--- src/rtl/sreg_cmd_queue.sv ---
// sreg_cmd_queue: host command FIFO and one-at-a-time dispatcher in front of sreg_ctrl.
// Define SREG_CMDQ_RSP_EN to build the read-response FIFO; otherwise read results are dropped.
module sreg_cmd_queue #(
  parameter int unsigned DEPTH     = 8,
  parameter int unsigned RSP_DEPTH = 4,
  parameter int unsigned BUSY_WAIT = 2
) (
  input  logic                     clk,
  input  logic                     rst,
  input  logic                     host_valid,
  output logic                     host_ready,
  input  logic [2:0]               host_cmd,
  input  logic [41:0]              host_data,
  input  logic                     flush,
  output logic                     ctrl_cmd_valid,
  output logic [2:0]               ctrl_cmd,
  output logic [41:0]              ctrl_data_in,
  input  logic                     ctrl_cmd_ready,
  input  logic [41:0]              ctrl_data_out,
  output logic                     rsp_valid,
  input  logic                     rsp_ready,
  output logic [2:0]               rsp_cmd,
  output logic [41:0]              rsp_data,
  output logic [$clog2(DEPTH):0]   level,
  output logic                     busy
);

  localparam int unsigned AW   = $clog2(DEPTH);
  localparam int unsigned CW   = AW + 1;
  localparam int unsigned BW_W = (BUSY_WAIT > 1) ? $clog2(BUSY_WAIT) : 1;
  localparam logic [BW_W-1:0] BW_LAST  = BW_W'(BUSY_WAIT - 1);
  localparam logic [CW-1:0]   FULL_CNT = CW'(DEPTH);

  typedef enum logic [2:0] {
    S_IDLE,
    S_ISSUE,
    S_WAIT_BUSY,
    S_WAIT_DONE,
    S_DONE
  } state_t;

  state_t            state_q, state_d;
  logic [44:0]       cq_mem_q [DEPTH];
  logic [AW-1:0]     cq_wr_q, cq_wr_d, cq_rd_q, cq_rd_d;
  logic [CW-1:0]     cq_cnt_q, cq_cnt_d;
  logic              avail_q, avail_d;
  logic [BW_W-1:0]   bw_cnt_q, bw_cnt_d;
  logic              ctrl_cmd_valid_q, ctrl_cmd_valid_d;
  logic [2:0]        ctrl_cmd_q, ctrl_cmd_d;
  logic [41:0]       ctrl_data_q, ctrl_data_d;
  logic              busy_q, busy_d;
  logic              push, pop, rsp_push, rsp_slot_ok;
  logic [44:0]       head;

  function automatic logic is_read(input logic [2:0] op);
    return (op == 3'b010) || (op == 3'b111);
  endfunction

  assign host_ready = (cq_cnt_q != FULL_CNT);
  assign push       = host_valid && host_ready && !flush;
  assign head       = cq_mem_q[cq_rd_q];

  always_comb begin
    state_d     = state_q;
    pop         = 1'b0;
    rsp_push    = 1'b0;
    bw_cnt_d    = bw_cnt_q;
    ctrl_cmd_d  = ctrl_cmd_q;
    ctrl_data_d = ctrl_data_q;
    unique case (state_q)
      S_IDLE: begin
        if (avail_q && ctrl_cmd_ready && rsp_slot_ok) begin
          pop         = 1'b1;
          ctrl_cmd_d  = head[44:42];
          ctrl_data_d = head[41:0];
          state_d     = S_ISSUE;
        end
      end
      S_ISSUE: begin
        bw_cnt_d = '0;
        state_d  = S_WAIT_BUSY;
      end
      S_WAIT_BUSY: begin
        if (!ctrl_cmd_ready) begin
          state_d = S_WAIT_DONE;
        end else if (bw_cnt_q == BW_LAST) begin
          state_d = S_DONE;
        end else begin
          bw_cnt_d = bw_cnt_q + BW_W'(1);
        end
      end
      S_WAIT_DONE: begin
        if (ctrl_cmd_ready) state_d = S_DONE;
      end
      S_DONE: begin
        rsp_push = is_read(ctrl_cmd_q);
        state_d  = S_IDLE;
      end
      default: state_d = S_IDLE;
    endcase
  end

  // Dispatch eligibility is a registered view of occupancy: it lags pushes by one
  // cycle and is cleared on pop/flush, so it can only ever under-report entries.
  always_comb begin
    cq_wr_d  = cq_wr_q + AW'(push);
    cq_rd_d  = cq_rd_q + AW'(pop);
    cq_cnt_d = cq_cnt_q + CW'(push) - CW'(pop);
    avail_d  = (cq_cnt_q != '0) && !pop;
    if (flush) begin
      cq_rd_d  = cq_wr_q;
      cq_cnt_d = '0;
      avail_d  = 1'b0;
    end
    busy_d           = (state_d != S_IDLE) || (cq_cnt_d != '0);
    ctrl_cmd_valid_d = (state_d == S_ISSUE);
  end

  always_ff @(posedge clk) begin
    if (push) cq_mem_q[cq_wr_q] <= {host_cmd, host_data};
  end

  always_ff @(posedge clk or posedge rst) begin
    if (rst) begin
      state_q          <= S_IDLE;
      cq_wr_q          <= '0;
      cq_rd_q          <= '0;
      cq_cnt_q         <= '0;
      avail_q          <= 1'b0;
      bw_cnt_q         <= '0;
      ctrl_cmd_valid_q <= 1'b0;
      ctrl_cmd_q       <= '0;
      ctrl_data_q      <= '0;
      busy_q           <= 1'b0;
    end else begin
      state_q          <= state_d;
      cq_wr_q          <= cq_wr_d;
      cq_rd_q          <= cq_rd_d;
      cq_cnt_q         <= cq_cnt_d;
      avail_q          <= avail_d;
      bw_cnt_q         <= bw_cnt_d;
      ctrl_cmd_valid_q <= ctrl_cmd_valid_d;
      ctrl_cmd_q       <= ctrl_cmd_d;
      ctrl_data_q      <= ctrl_data_d;
      busy_q           <= busy_d;
    end
  end

  assign ctrl_cmd_valid = ctrl_cmd_valid_q;
  assign ctrl_cmd       = ctrl_cmd_q;
  assign ctrl_data_in   = ctrl_data_q;
  assign level          = cq_cnt_q;
  assign busy           = busy_q;

`ifdef SREG_CMDQ_RSP_EN
  localparam int unsigned RAW = $clog2(RSP_DEPTH);
  localparam int unsigned RCW = RAW + 1;
  localparam logic [RCW-1:0] RSP_FULL = RCW'(RSP_DEPTH);

  logic [44:0]    rq_mem_q [RSP_DEPTH];
  logic [RAW-1:0] rq_wr_q, rq_wr_d, rq_rd_q, rq_rd_d;
  logic [RCW-1:0] rq_cnt_q, rq_cnt_d;
  logic           rsp_valid_q, rsp_valid_d;
  logic [44:0]    rsp_head_q, rsp_head_d;
  logic           rsp_pop;
  logic [44:0]    rsp_wdata;

  assign rsp_pop   = rsp_valid_q && rsp_ready;
  assign rsp_wdata = {ctrl_cmd_q, ctrl_data_out};
  // A read's slot is claimed in DONE before the FSM can return to IDLE, so the
  // occupancy seen here already includes every earlier in-flight read.
  assign rsp_slot_ok = !is_read(head[44:42]) || (rq_cnt_q != RSP_FULL);

  always_comb begin
    rq_wr_d     = rq_wr_q + RAW'(rsp_push);
    rq_rd_d     = rq_rd_q + RAW'(rsp_pop);
    rq_cnt_d    = rq_cnt_q + RCW'(rsp_push) - RCW'(rsp_pop);
    rsp_valid_d = (rq_cnt_d != '0);
    rsp_head_d  = '0;
    if (rq_cnt_d != '0) begin
      rsp_head_d = (rsp_push && (rq_wr_q == rq_rd_d)) ? rsp_wdata : rq_mem_q[rq_rd_d];
    end
  end

  always_ff @(posedge clk) begin
    if (rsp_push) rq_mem_q[rq_wr_q] <= rsp_wdata;
  end

  always_ff @(posedge clk or posedge rst) begin
    if (rst) begin
      rq_wr_q     <= '0;
      rq_rd_q     <= '0;
      rq_cnt_q    <= '0;
      rsp_valid_q <= 1'b0;
      rsp_head_q  <= '0;
    end else begin
      rq_wr_q     <= rq_wr_d;
      rq_rd_q     <= rq_rd_d;
      rq_cnt_q    <= rq_cnt_d;
      rsp_valid_q <= rsp_valid_d;
      rsp_head_q  <= rsp_head_d;
    end
  end

  assign rsp_valid = rsp_valid_q;
  assign rsp_cmd   = rsp_head_q[44:42];
  assign rsp_data  = rsp_head_q[41:0];
`else
  logic unused_rsp;
  assign unused_rsp  = ^{rsp_ready, ctrl_data_out, rsp_push};
  assign rsp_slot_ok = 1'b1;
  assign rsp_valid   = 1'b0;
  assign rsp_cmd     = '0;
  assign rsp_data    = '0;
`endif

endmodule
--- config.mk ---
export PLATFORM = sky130hd
export DESIGN_NAME = sreg_cmd_queue
export DESIGN_NICKNAME = d
export VERILOG_FILES = /design/src/rtl/sreg_cmd_queue.sv
export SDC_FILE = /design/constraint.sdc
export NUM_CORES = 1
export LEC_CHECK = 0
export ABC_AREA = 1
export CAP_MARGIN = 30
export CORE_UTILIZATION = 35
export DETAILED_ROUTE_END_ITERATION = 10
export PLACE_DENSITY_LB_ADDON = 0.08
export REMOVE_ABC_BUFFERS = 1
export SLEW_MARGIN = 20
export SYNTH_ARGS = -nofsm -noshare
export SYNTH_HDL_FRONTEND = slang
export SYNTH_SLANG_ARGS = --single-unit
--- constraint.sdc ---
create_clock -name clk -period 3.4 [get_ports clk]
set_clock_uncertainty 0.05 [all_clocks]
set_input_delay 0.68 -clock clk [delete_from_list [all_inputs] [get_ports clk]]
set_output_delay 0.68 -clock clk [all_outputs]
set_load 0.01 [all_outputs]
==> metrics.md <==
| Metric | Value |
|---|---|
| Result of the run | `completed` |
| Area share of the leading cell type in the synthesized netlist | `0.5982` |
| Global-route usage over all layers | `0.1726` |
| Layout fillers | `4772` |
| Insertion delay of the later-clocked pin in the worst-skew pair | `570 ps` |
| Vias in the first global route | `11.20k` |
| Hold crit path type | `flop to flop` |
| Area of the die | `52550 µm²` |
| Number of resized instances in the post-cts repair step | `0` |
| Largest fanout of any net on the critical path | `3` |
| Worst Tran Pin Value | `859.2 ps` |
| Data required, critical path | `2670 ps` |
| Root buf cell | `sky130_fd_sc_hd__clkbuf_16` |
| Number of vias per cell | `4.491` |
| Cell Count, Final, Fillers Out | `2537` |
| Most frequent cell on the critical path | `sky130_fd_sc_hd__inv_1` |
| Placed instance count | `2448` |
| Critical Setup Path Class | `flop to primary output` |
| Post-Synth Simple-Gate Area | `0.1975` |
| Final critical delay including setup and external delays | `2710 ps` |
| XOR/XNOR Fraction of Synth Area | `0.0009693` |
| Num Clock Sinks | `422` |
| Number of cells produced by synthesis | `1725` |
| Net total in the final layout | `1929` |
| Yosys warning count | `0` |
| Startpoint class of the critical path | `flop` |
| Max incr delay on CP | `470 ps` |
| Max cap viols | `0` |
| Per-cell routed wire length | `17.48 µm` |
| HPWL after detailed placement | `21180 µm` |
| TritonCTS clock tree | `done` |
| Slew margin rel. | `0.4272` |
| Adder-Cell Fraction of Synth Area | `0.008031` |
| Setup slack, reg-to-reg | `850 ps` |
| Remaining antenna violation count | `0` |
| Multiplexer share of the synthesized area | `0` |
| Met3 routed wirelength | `1759 µm` |
| Worst path bufs/invs | `3` |
| Max VDD drop | `0.6145 mV` |
| Distinct cells, synth | `24` |
| Final number of hold-violating endpoints | `0` |
| First-pass DRT Iterations | `5` |
| Deepest level of the CTS H-tree | `2` |
| Critical Path End Type | `primary output` |
| F_max | `369.1 MHz` |
| Most frequent cells in the layout | `557 x sky130_fd_sc_hd__nand2_1, 360 x sky130_fd_sc_hd__edfxtp_1, 297 x sky130_fd_sc_hd__inv_1, 278 x sky130_fd_sc_hd__nand3_1, 101 x sky130_fd_sc_hd__clkdlybuf4s50_1` |
| Ports | `191` |
| Commonest non-fill, non-tap cell in the layout | `sky130_fd_sc_hd__nand2_1` |
| DRC violation count after routing | `0` |
| Area delta synth->final | `17.97%` |
| Synthesized area per cell | `10.48 µm²` |
| Cell accounting for the most synthesized area | `sky130_fd_sc_hd__edfxtp_1` |
| Setup repair after global routing missed its margin | `false` |
| Synthesized flop and latch total | `422` |
| Cells traversed along the worst timing path | `inv_1 > ha_1 > nor3b_1 > inv_1 > clkdlybuf4s50_1` |
| Total number of vias | `11.39k` |
| Initial antenna violation count | `2` |
| Core footprint | `50580 µm²` |
| Effective utilization at floorplan | `0.3573` |
| Routed WL | `44360 µm` |
| Horizontal die dimension | `229.2 µm` |
| Post-CTS setup-driven buffer insertion count | `0` |
| Period utilization | `0.7969` |
| Maximum number of pins on one net before global-route repair | `128` |
| Number of DRC violations after detailed-routing iteration 0 | `711` |
| Met1 Wirelength | `21010 µm` |
| Family of cells with the greatest summed delay on the critical path | `buffers and inverters` |
| Synthesized-area fraction occupied by ao, oa, aoi and oai cells | `0.002631` |
| Die boundary height | `229.2 µm` |
| Number of core rows | `82` |
| Power density over the cells | `796.3 nW/µm²` |
| Setup-failing EPs final | `0` |
| Top post-synthesis cells by area | `sky130_fd_sc_hd__edfxtp_1 60%, sky130_fd_sc_hd__nand2_1 12%, sky130_fd_sc_hd__dfrtp_1 8.6%, sky130_fd_sc_hd__nand3_1 7.7%, sky130_fd_sc_hd__inv_1 6.2%` |
| Netlist area before placement | `18070 µm²` |
| PortBufs | `101` |
| Dpl ws | `355.5 ps` |
| Wire length of the first global-routing pass | `68360 µm` |
| Share of cells above drive strength 1 | `0.06012` |
| Clock slew at reported path FFs | `60 ps` |
| Static leakage | `9.206 nW` |
| CP max-delay cell | `sky130_fd_sc_hd__clkdlybuf4s50_1` |
| Total count of max-transition violations in the final report | `0` |
| Deepest clock path buffer count | `3` |
| Final GP Congestion | `0.7249` |
| GRT overflow | `0` |
| Crit path arrival time | `1980 ps` |
| Amount of wire on met2 after detailed routing | `20560 µm` |
| Largest family of logic cells by synthesized area | `simple AND/OR/NAND/NOR gates` |
| Share of the yosys chip area belonging to registers | `0.6840` |
| TritonCTS Buffers | `47` |
| DR top layer | `met5` |
| Sum of negative setup slack | `0 ps` |
| Count of hold-fix buffers inserted at cts | `0` |
| Worst setup margin | `690.4 ps` |
[cells in the mapped netlist]
cell type	instances
sky130_fd_sc_hd__buf_1	11
sky130_fd_sc_hd__buf_2	41
sky130_fd_sc_hd__nor2_1	18
sky130_fd_sc_hd__clkbuf_1	8
sky130_fd_sc_hd__a21oi_1	1
sky130_fd_sc_hd__conb_1	1
sky130_fd_sc_hd__dfrtp_1	62
sky130_fd_sc_hd__xor2_1	1
sky130_fd_sc_hd__ha_1	10
sky130_fd_sc_hd__nor3b_1	1
sky130_fd_sc_hd__xnor2_1	1
sky130_fd_sc_hd__edfxtp_1	360
sky130_fd_sc_hd__fa_1	1
sky130_fd_sc_hd__o31ai_1	1
sky130_fd_sc_hd__nand3_1	278
sky130_fd_sc_hd__buf_4	52
sky130_fd_sc_hd__a211oi_1	2
sky130_fd_sc_hd__inv_2	2
sky130_fd_sc_hd__nand2_1	557
sky130_fd_sc_hd__buf_6	11
sky130_fd_sc_hd__inv_4	1
sky130_fd_sc_hd__nand4_1	2
sky130_fd_sc_hd__o21ai_0	4
sky130_fd_sc_hd__inv_1	299
[state kept, by name, summed over array words and instances, names as in the netlist]
signal,cells
avail_q,1
busy,1
bw_cnt_q,1
cq_mem_q,360
cq_rd_q,3
cq_wr_q,3
ctrl_cmd,3
ctrl_cmd_valid,1
ctrl_data_in,42
level,4
state_q,3
[tightest hold or removal path, stage by stage (launching register included)]
cell and delay, ps:
sky130_fd_sc_hd__dfrtp_1 340, sky130_fd_sc_hd__nand2_1 50, sky130_fd_sc_hd__nand2_1 50
[per-stage QoR]
stage	utilization	hold slack [ps]	cell area [µm²]	total power, mW
finish	0.4215	427.3	21320	16.98
global route	0.4214	452.6	21320	18.08
CTS	0.4214	434.0	21310	17.27
detailed placement	0.3901	417.2	19730	11.99
global placement	0.3901	414.1	19730	11.94
floorplan	-	416.9	17450	9.803
[cell families after synthesis]
kind of cell,after synthesis
AOI/OAI and AO/OA,8
xor gates and xnor gates,2
adders and majority gates,11
buffers and inverters,425
DFF,422
other,1
and+or+nand+nor,856
[per-layer routing]
layer  up-vias  GRT usage
li1       5638          -
met1      5476     0.2333
met2       208     0.2820
met3        70    0.02851
met4         2    0.05667
met5         -          0
[report_power, final]
part	internal (mW)	switching (mW)	total (mW)
logic	1.77	3.40	5.18
registers	6.32	0.284	6.60
clock network	3.18	2.02	5.20
[final timing paths]
path | startpoint | depth (start not counted) | endpoint
max in group asynchronous | rst | 3 | cq_rd_q[1]
setup reg to reg | level[2] | 15 | busy
setup / recovery | level[2] | 5 | host_ready
hold reg to reg | ctrl_data_in[0] | 2 | ctrl_data_in[0]
min in group asynchronous | rst | 3 | state_q[0]
hold / removal | ctrl_data_in[0] | 2 | ctrl_data_in[0]
[cell type report]
type / instances / area [µm²] / area share
timing repair buffer: 129 / 1371 / 0.06432
inverter: 302 / 1139 / 0.05341
sequential: 422 / 12370 / 0.5803
clock buffer: 67 / 1334 / 0.06256
clock inverter: 20 / 246.5 / 0.01156
antenna: 2 / 5.005 / 0.0002348
tap: 672 / 840.8 / 0.03944
multi-input combinational: 923 / 4013 / 0.1882
(Power assumes the default switching activity.)
